===== src/rtl/jzjpcc_pkg.sv =====
// Shared definitions for the jzjpcc pipeline: load funct3 encodings,
// the memory-stage state enum and the memory-stage pipeline register layout.
package jzjpcc_pkg;

  localparam logic [2:0] LB  = 3'b000;
  localparam logic [2:0] LH  = 3'b001;
  localparam logic [2:0] LW  = 3'b010;
  localparam logic [2:0] LBU = 3'b100;
  localparam logic [2:0] LHU = 3'b101;

  typedef enum logic {
    IDLE   = 1'b0,
    ACCESS = 1'b1
  } memStageState_t;

  // Everything the memory stage needs from execute. Load-vs-store is
  // carried by memWrite alone; a set memRead only matters at capture time,
  // where it decides whether a bus access is started.
  typedef struct packed {
    logic        valid;
    logic        memWrite;
    logic [2:0]  funct3;
    logic [31:0] aluResult;
    logic [31:0] storeData;
    logic [3:0]  byteMask;
    logic [4:0]  rdAddress;
    logic        regWrite;
  } stageReg_t;

endpackage


===== src/rtl/jzjpcc_load_extractor.sv =====
// Picks the addressed byte/halfword out of a bus word and sign- or
// zero-extends it according to the load funct3. Unknown encodings act as LW.
module jzjpcc_load_extractor
  import jzjpcc_pkg::*;
(
  input  logic [2:0]  funct3,
  input  logic [1:0]  byteOffset,
  input  logic [31:0] rdata,
  output logic [31:0] loadValue
);

  logic [7:0]  selByte;
  logic [15:0] selHalf;

  // Lane selection followed by width/sign extension.
  always_comb begin
    selByte   = rdata[7:0];
    selHalf   = byteOffset[1] ? rdata[31:16] : rdata[15:0];
    loadValue = rdata;
    case (byteOffset)
      2'd0:    selByte = rdata[7:0];
      2'd1:    selByte = rdata[15:8];
      2'd2:    selByte = rdata[23:16];
      default: selByte = rdata[31:24];
    endcase
    case (funct3)
      LB:      loadValue = {{24{selByte[7]}}, selByte};
      LBU:     loadValue = {24'b0, selByte};
      LH:      loadValue = {{16{selHalf[15]}}, selHalf};
      LHU:     loadValue = {16'b0, selHalf};
      default: loadValue = rdata;
    endcase
  end

endmodule


===== src/rtl/jzjpcc_memory_stage.sv =====
// Memory stage: registers execute results, runs the req/ack data-bus access
// (stalling upstream while it is outstanding, abandoning it after
// ACK_TIMEOUT cycles) and presents result/rd/regWrite to writeback.
module jzjpcc_memory_stage
  import jzjpcc_pkg::*;
#(
  parameter int ACK_TIMEOUT = 16
) (
  input  logic        clock,
  input  logic        reset,
  input  logic        valid_execute,
  input  logic        memRead_execute,
  input  logic        memWrite_execute,
  input  logic [2:0]  funct3_execute,
  input  logic [31:0] aluResult_execute,
  input  logic [31:0] memDataToWrite_execute,
  input  logic [3:0]  memByteMask_execute,
  input  logic [4:0]  rdAddress_execute,
  input  logic        regWrite_execute,
  output logic        stall_memory,
  output logic        bus_req,
  output logic        bus_we,
  output logic [31:0] bus_addr,
  output logic [31:0] bus_wdata,
  output logic [3:0]  bus_byteMask,
  input  logic        bus_ack,
  input  logic [31:0] bus_rdata,
  output logic [31:0] result_memory,
  output logic [4:0]  rdAddress_memory,
  output logic        regWrite_memory,
  output logic        valid_memory,
  output logic        busFault_memory
);

  localparam int CW = $clog2(ACK_TIMEOUT) + 1;
  localparam logic [CW-1:0] TIMEOUT_LAST = CW'(ACK_TIMEOUT - 1);

  memStageState_t state;
  stageReg_t      stage;
  logic [CW-1:0]  waitCount;
  logic           inAccess;
  logic           timeoutHit;
  logic           captureMem;
  logic [31:0]    loadValue;

  assign inAccess     = (state == ACCESS);
  assign timeoutHit   = inAccess & ~bus_ack & (waitCount == TIMEOUT_LAST);
  assign stall_memory = inAccess & ~bus_ack & ~timeoutHit;
  assign captureMem   = valid_execute & (memRead_execute | memWrite_execute);

  jzjpcc_load_extractor u_extractor (
    .funct3     (stage.funct3),
    .byteOffset (stage.aluResult[1:0]),
    .rdata      (bus_rdata),
    .loadValue  (loadValue)
  );

  // Bus outputs come straight from the stage register so they stay stable
  // for the whole access; everything is quiet outside an access.
  always_comb begin
    bus_req      = 1'b0;
    bus_we       = 1'b0;
    bus_addr     = '0;
    bus_wdata    = '0;
    bus_byteMask = '0;
    if (inAccess) begin
      bus_req      = 1'b1;
      bus_we       = stage.memWrite;
      bus_addr     = {stage.aluResult[31:2], 2'b00};
      bus_wdata    = stage.storeData;
      bus_byteMask = stage.memWrite ? stage.byteMask : 4'hF;
    end
  end

  // Stage register: takes the next execute instruction whenever not stalled.
  always_ff @(posedge clock or negedge reset) begin
    if (!reset) begin
      stage <= '0;
    end else if (!stall_memory) begin
      stage.valid     <= valid_execute;
      stage.memWrite  <= memWrite_execute;
      stage.funct3    <= funct3_execute;
      stage.aluResult <= aluResult_execute;
      stage.storeData <= memDataToWrite_execute;
      stage.byteMask  <= memByteMask_execute;
      stage.rdAddress <= rdAddress_execute;
      stage.regWrite  <= valid_execute & regWrite_execute;
    end
  end

  // Access FSM and wait counter; the counter is zero on entry to ACCESS.
  always_ff @(posedge clock or negedge reset) begin
    if (!reset) begin
      state     <= IDLE;
      waitCount <= '0;
    end else if (stall_memory) begin
      waitCount <= waitCount + CW'(1);
    end else begin
      waitCount <= '0;
      state     <= captureMem ? ACCESS : IDLE;
    end
  end

  // Writeback registers: retire a completed, abandoned or non-memory op.
  always_ff @(posedge clock or negedge reset) begin
    if (!reset) begin
      result_memory    <= '0;
      rdAddress_memory <= '0;
      regWrite_memory  <= 1'b0;
      valid_memory     <= 1'b0;
      busFault_memory  <= 1'b0;
    end else begin
      busFault_memory <= 1'b0;
      if (inAccess) begin
        if (bus_ack) begin
          valid_memory     <= 1'b1;
          rdAddress_memory <= stage.rdAddress;
          regWrite_memory  <= stage.regWrite & ~stage.memWrite;
          result_memory    <= stage.memWrite ? 32'h0 : loadValue;
        end else if (timeoutHit) begin
          valid_memory     <= 1'b1;
          rdAddress_memory <= stage.rdAddress;
          regWrite_memory  <= 1'b0;
          result_memory    <= 32'h0;
          busFault_memory  <= 1'b1;
        end else begin
          valid_memory    <= 1'b0;
          regWrite_memory <= 1'b0;
        end
      end else if (stage.valid) begin
        valid_memory     <= 1'b1;
        rdAddress_memory <= stage.rdAddress;
        regWrite_memory  <= stage.regWrite;
        result_memory    <= stage.aluResult;
      end else begin
        valid_memory    <= 1'b0;
        regWrite_memory <= 1'b0;
      end
    end
  end

endmodule

===== config.mk =====
export PLATFORM = sky130hd
export DESIGN_NAME = jzjpcc_memory_stage
export DESIGN_NICKNAME = d
export VERILOG_FILES = /design/src/rtl/jzjpcc_pkg.sv /design/src/rtl/jzjpcc_load_extractor.sv /design/src/rtl/jzjpcc_memory_stage.sv
export SDC_FILE = /design/constraint.sdc
export NUM_CORES = 1
export LEC_CHECK = 0
export ABC_AREA = 1
export CAP_MARGIN = 20
export CORE_ASPECT_RATIO = 1.1
export CORE_MARGIN = 3
export CORE_UTILIZATION = 42
export DETAILED_ROUTE_END_ITERATION = 12
export HOLD_SLACK_MARGIN = 0.05
export PLACE_DENSITY = 0.83
export SETUP_SLACK_MARGIN = 0.05
export SYNTH_ARGS = -nofsm -noshare
export SYNTH_HDL_FRONTEND = slang
export SYNTH_HIERARCHICAL = 1
export SYNTH_SLANG_ARGS = --single-unit

===== constraint.sdc =====
create_clock -name clock -period 1.7 [get_ports clock]
set_clock_uncertainty 0.2 [all_clocks]
set_input_delay 0.255 -clock clock [delete_from_list [all_inputs] [get_ports clock]]
set_output_delay 0.255 -clock clock [all_outputs]
set_load 0.02 [all_outputs]

==> results.py <==
metrics = {
    "outcome": {
        "status": "finished, violations left",
        "violations": "setup timing",
    },
    "final_layout": {
        "multi_input_area_sq_um": 3892,
        "layout.cells.most_common": "nand2_1",
        "nets": 1478,
        "synthToLayoutAreaGrowth_pct": 85.42,
        "drive_gt1_share_pct": 35.59,
        "seq_area_sq_um": 3134,
        "n_fill_cell": 901,
        "layout.cells.non_filler": 1574,
        "utilization_pct": 80.39,
        "mostFrequentLayoutCells": "456 x nand2_1, 122 x dfrtp_1, 113 x clkdlybuf4s50_1",
        "antenna_cells": 0,
    },
    "routing": {
        "avgRoutedWirePerCell_um": 20.87,
        "avgViaCountPerCell": 5.389,
        "vias": 8482,
        "first_pass_iters": 7,
        "drc": 0,
        "drt-total-wl_mm": 32.85,
        "ant_nets": 0,
        "drt-initial-drc-count": 904,
    },
    "clock_network": {
        "clk-insertion-delay-late_ns": 0.43,
        "cts_root_buffer": "clkbuf_16",
        "tritoncts": "yes",
        "cts_buffer_depth": 2,
        "cts_sinks": 125,
        "cts-htree-levels": 4,
        "cts.clk_slew.worst_paths_ns": 0.06,
        "numCtsBuffers": 17,
    },
    "setup_path": {
        "cp_slowest_cell": "dfrtp_1",
        "crit_arrival_ns": 1.84,
        "path_cells": "ha_2, nand2_2, nor2_2, ha_2, inv_2, nand3_4, inv_4, buf_6",
        "cp.required_ns": 1.24,
        "end_kind": "output port",
        "critPathMostFrequentCell": "ha_2",
        "critical_path_class": "register to output port",
        "startpoint_type": "register",
        "critical_path.max_fanout": 2,
        "slowest_delay_ns": 0.39,
    },
    "place": {
        "dp.cells": 1465,
        "gp_congestion": 0.8948,
        "port_buffers": 223,
        "dp_hpwl_mm": 15.38,
    },
    "grt": {
        "antenna_found_initial": 2,
        "gr-total-overflow": 0,
        "grt_pass1_wl_mm": 42.74,
        "grt_pass1_vias": 7808,
        "grt_start_max_net_pins": 53,
        "groute.usage.overall_pct": 30.82,
    },
    "timing": {
        "fmax_mhz": 435.2,
        "hold_viol_final": 0,
        "final-setup-viol-count": 193,
        "slew_violations": 0,
        "layout_min_cycle_time_ns": 2.298,
        "min_period_over_period_pct": 135.2,
        "layout_setup_ws_ns": -0.5977,
        "rsz0062_at_grt": "yes",
    },
    "floorplan": {
        "pin_count": 226,
        "die_y_um": 140.2,
        "std_cell_rows": 48,
        "start_util_pct": 43.36,
        "fp.coreArea_sq_um": 15860,
        "die_w_um": 128.0,
        "fp.dieArea_sq_um": 17940,
    },
    "synth": {
        "ys_ff_latch": 125,
        "syn_inst": 1035,
        "synth-seq-area-share_pct": 45.50,
        "yosys_warnings": 6,
        "syn_area_sq_um": 6874,
        "yosysUniqueCellTypes": 22,
        "syn_avg_cell_area_sq_um": 6.642,
    },
    "hold_path": {
        "hold_path.class": "input port to register",
    },
    "power_and_ir_drop": {
        "leakage_nw": 7.722,
        "p_per_area_nw_per_um2": 926.4,
        "peakVddDrop_mv": 0.9445,
    },
    "run": {
        "maxCapViolCount": 0,
    },
}
==> report_power, final <==
part | internal [W] | total [W] | switching [W]
Combinational | 0.00198 | 0.00419 | 0.00220
Sequential | 0.00333 | 0.00373 | 0.000400
Clock | 0.00243 | 0.00390 | 0.00147
==> sequential cells by signal, indices dropped and copies added (netlist names) <==
register,flops
result_memory,32
inAccess,1
waitCount,5
valid_memory,1
busFault_memory,1
stage,79
regWrite_memory,1
rdAddress_memory,5
==> through the flow <==
step                instance area [sq um]  hold slack (ns)  TNS (ns)  total power, W  setup WS, ns
finish                              12750           0.1485    -83.76         0.01181       -0.5977
global route                        12750           0.1601    -85.58         0.01217       -0.5985
detailed placement                   9663          0.06844    -46.30        0.006581       -0.4354
CTS                                 11550           0.1521    -62.16         0.01107       -0.3987
global placement                     9663          0.06751    -42.76        0.006537       -0.4139
floorplan                            6954          -0.2406    -1.629        0.005128      -0.03251
==> per-layer routing <==
layer / track usage (%) / share of wire, % / up-vias
met4: 12.01 / 5.6 / 4
met2: 52.26 / 50 / 569
met5: 0 / 0.082 / -
met1: 37.49 / 36 / 4021
met3: 7.818 / 9.1 / 164
li1: - / - / 3724
==> logic make-up (layout without fill, tap and decap cells) <==
family / count (synthesis) / after routing / synth area share, %
AOI/OAI and AO/OA: 31 / 31 / 2.366
adders and majority gates: 2 / 2 / 0.3640
buffers and inverters: 170 / 508 / 11.34
DFF: 125 / 125 / 45.50
other: 1 / 2 / 0.05455
and+or+nand+nor: 706 / 706 / 40.37
==> worst paths after layout <==
path	from	endpoint	slack (ns)	depth (start not counted)
worst max-delay path	waitCount[1]	stall_memory	-0.60	8
worst min-delay path	memDataToWrite_execute[21]	stage[31]	0.15	3
worst max register to register	waitCount[1]	stage[39]	-0.59	13
worst min register to register	result_memory[0]	result_memory[0]	0.28	2
max in group asynchronous	reset	result_memory[20]	0.66	3
min in group asynchronous	reset	result_memory[31]	0.25	3
==> synthesized netlist by cell type (all sizes together) <==
cell | instances | area (sq um)
o211ai | 3 | 22.52
a21oi | 4 | 20.02
nor3b | 1 | 7.510
conb | 1 | 3.750
ha | 2 | 25.02
inv | 115 | 431.7
nand3 | 47 | 275.3
nand2 | 616 | 2322
clkbuf | 10 | 37.54
o21ai | 24 | 120.1
buf | 45 | 310.3
or2 | 1 | 6.260
dfrtp | 125 | 3128
nor2 | 41 | 163.9
==> worst max-delay path, delay by kind of cell, from the launching register on <==
family / cells / cell delay (ns)
adder cells (fa/ha/maj): 2 / 0.45
flip-flops: 1 / 0.39
AND/OR/NAND/NOR: 3 / 0.32
buffers and inverters: 3 / 0.23
==> layout make-up <==
type | instances | area share (%)
clock buffers | 23 | 3.750
clock inverters | 9 | 1.050
inverters | 115 | 3.504
multi-input cells | 741 | 30.54
flip-flops and latches | 125 | 24.59
well taps | 200 | 1.963
repair buffers | 361 | 34.60
==> repair_timing <==
action / in CTS / in global routing
endpoints found under the hold margin: 125 / 0
gates cloned: 23 / 12
gates resized for setup: 527 / 315
hold buffers: 1 / 0
pin swaps: 4 / 23
setup endpoints to repair: 232 / 234
buffers inserted: 33 / 15
No activity file was read; power rests on OpenSTA's default activity.
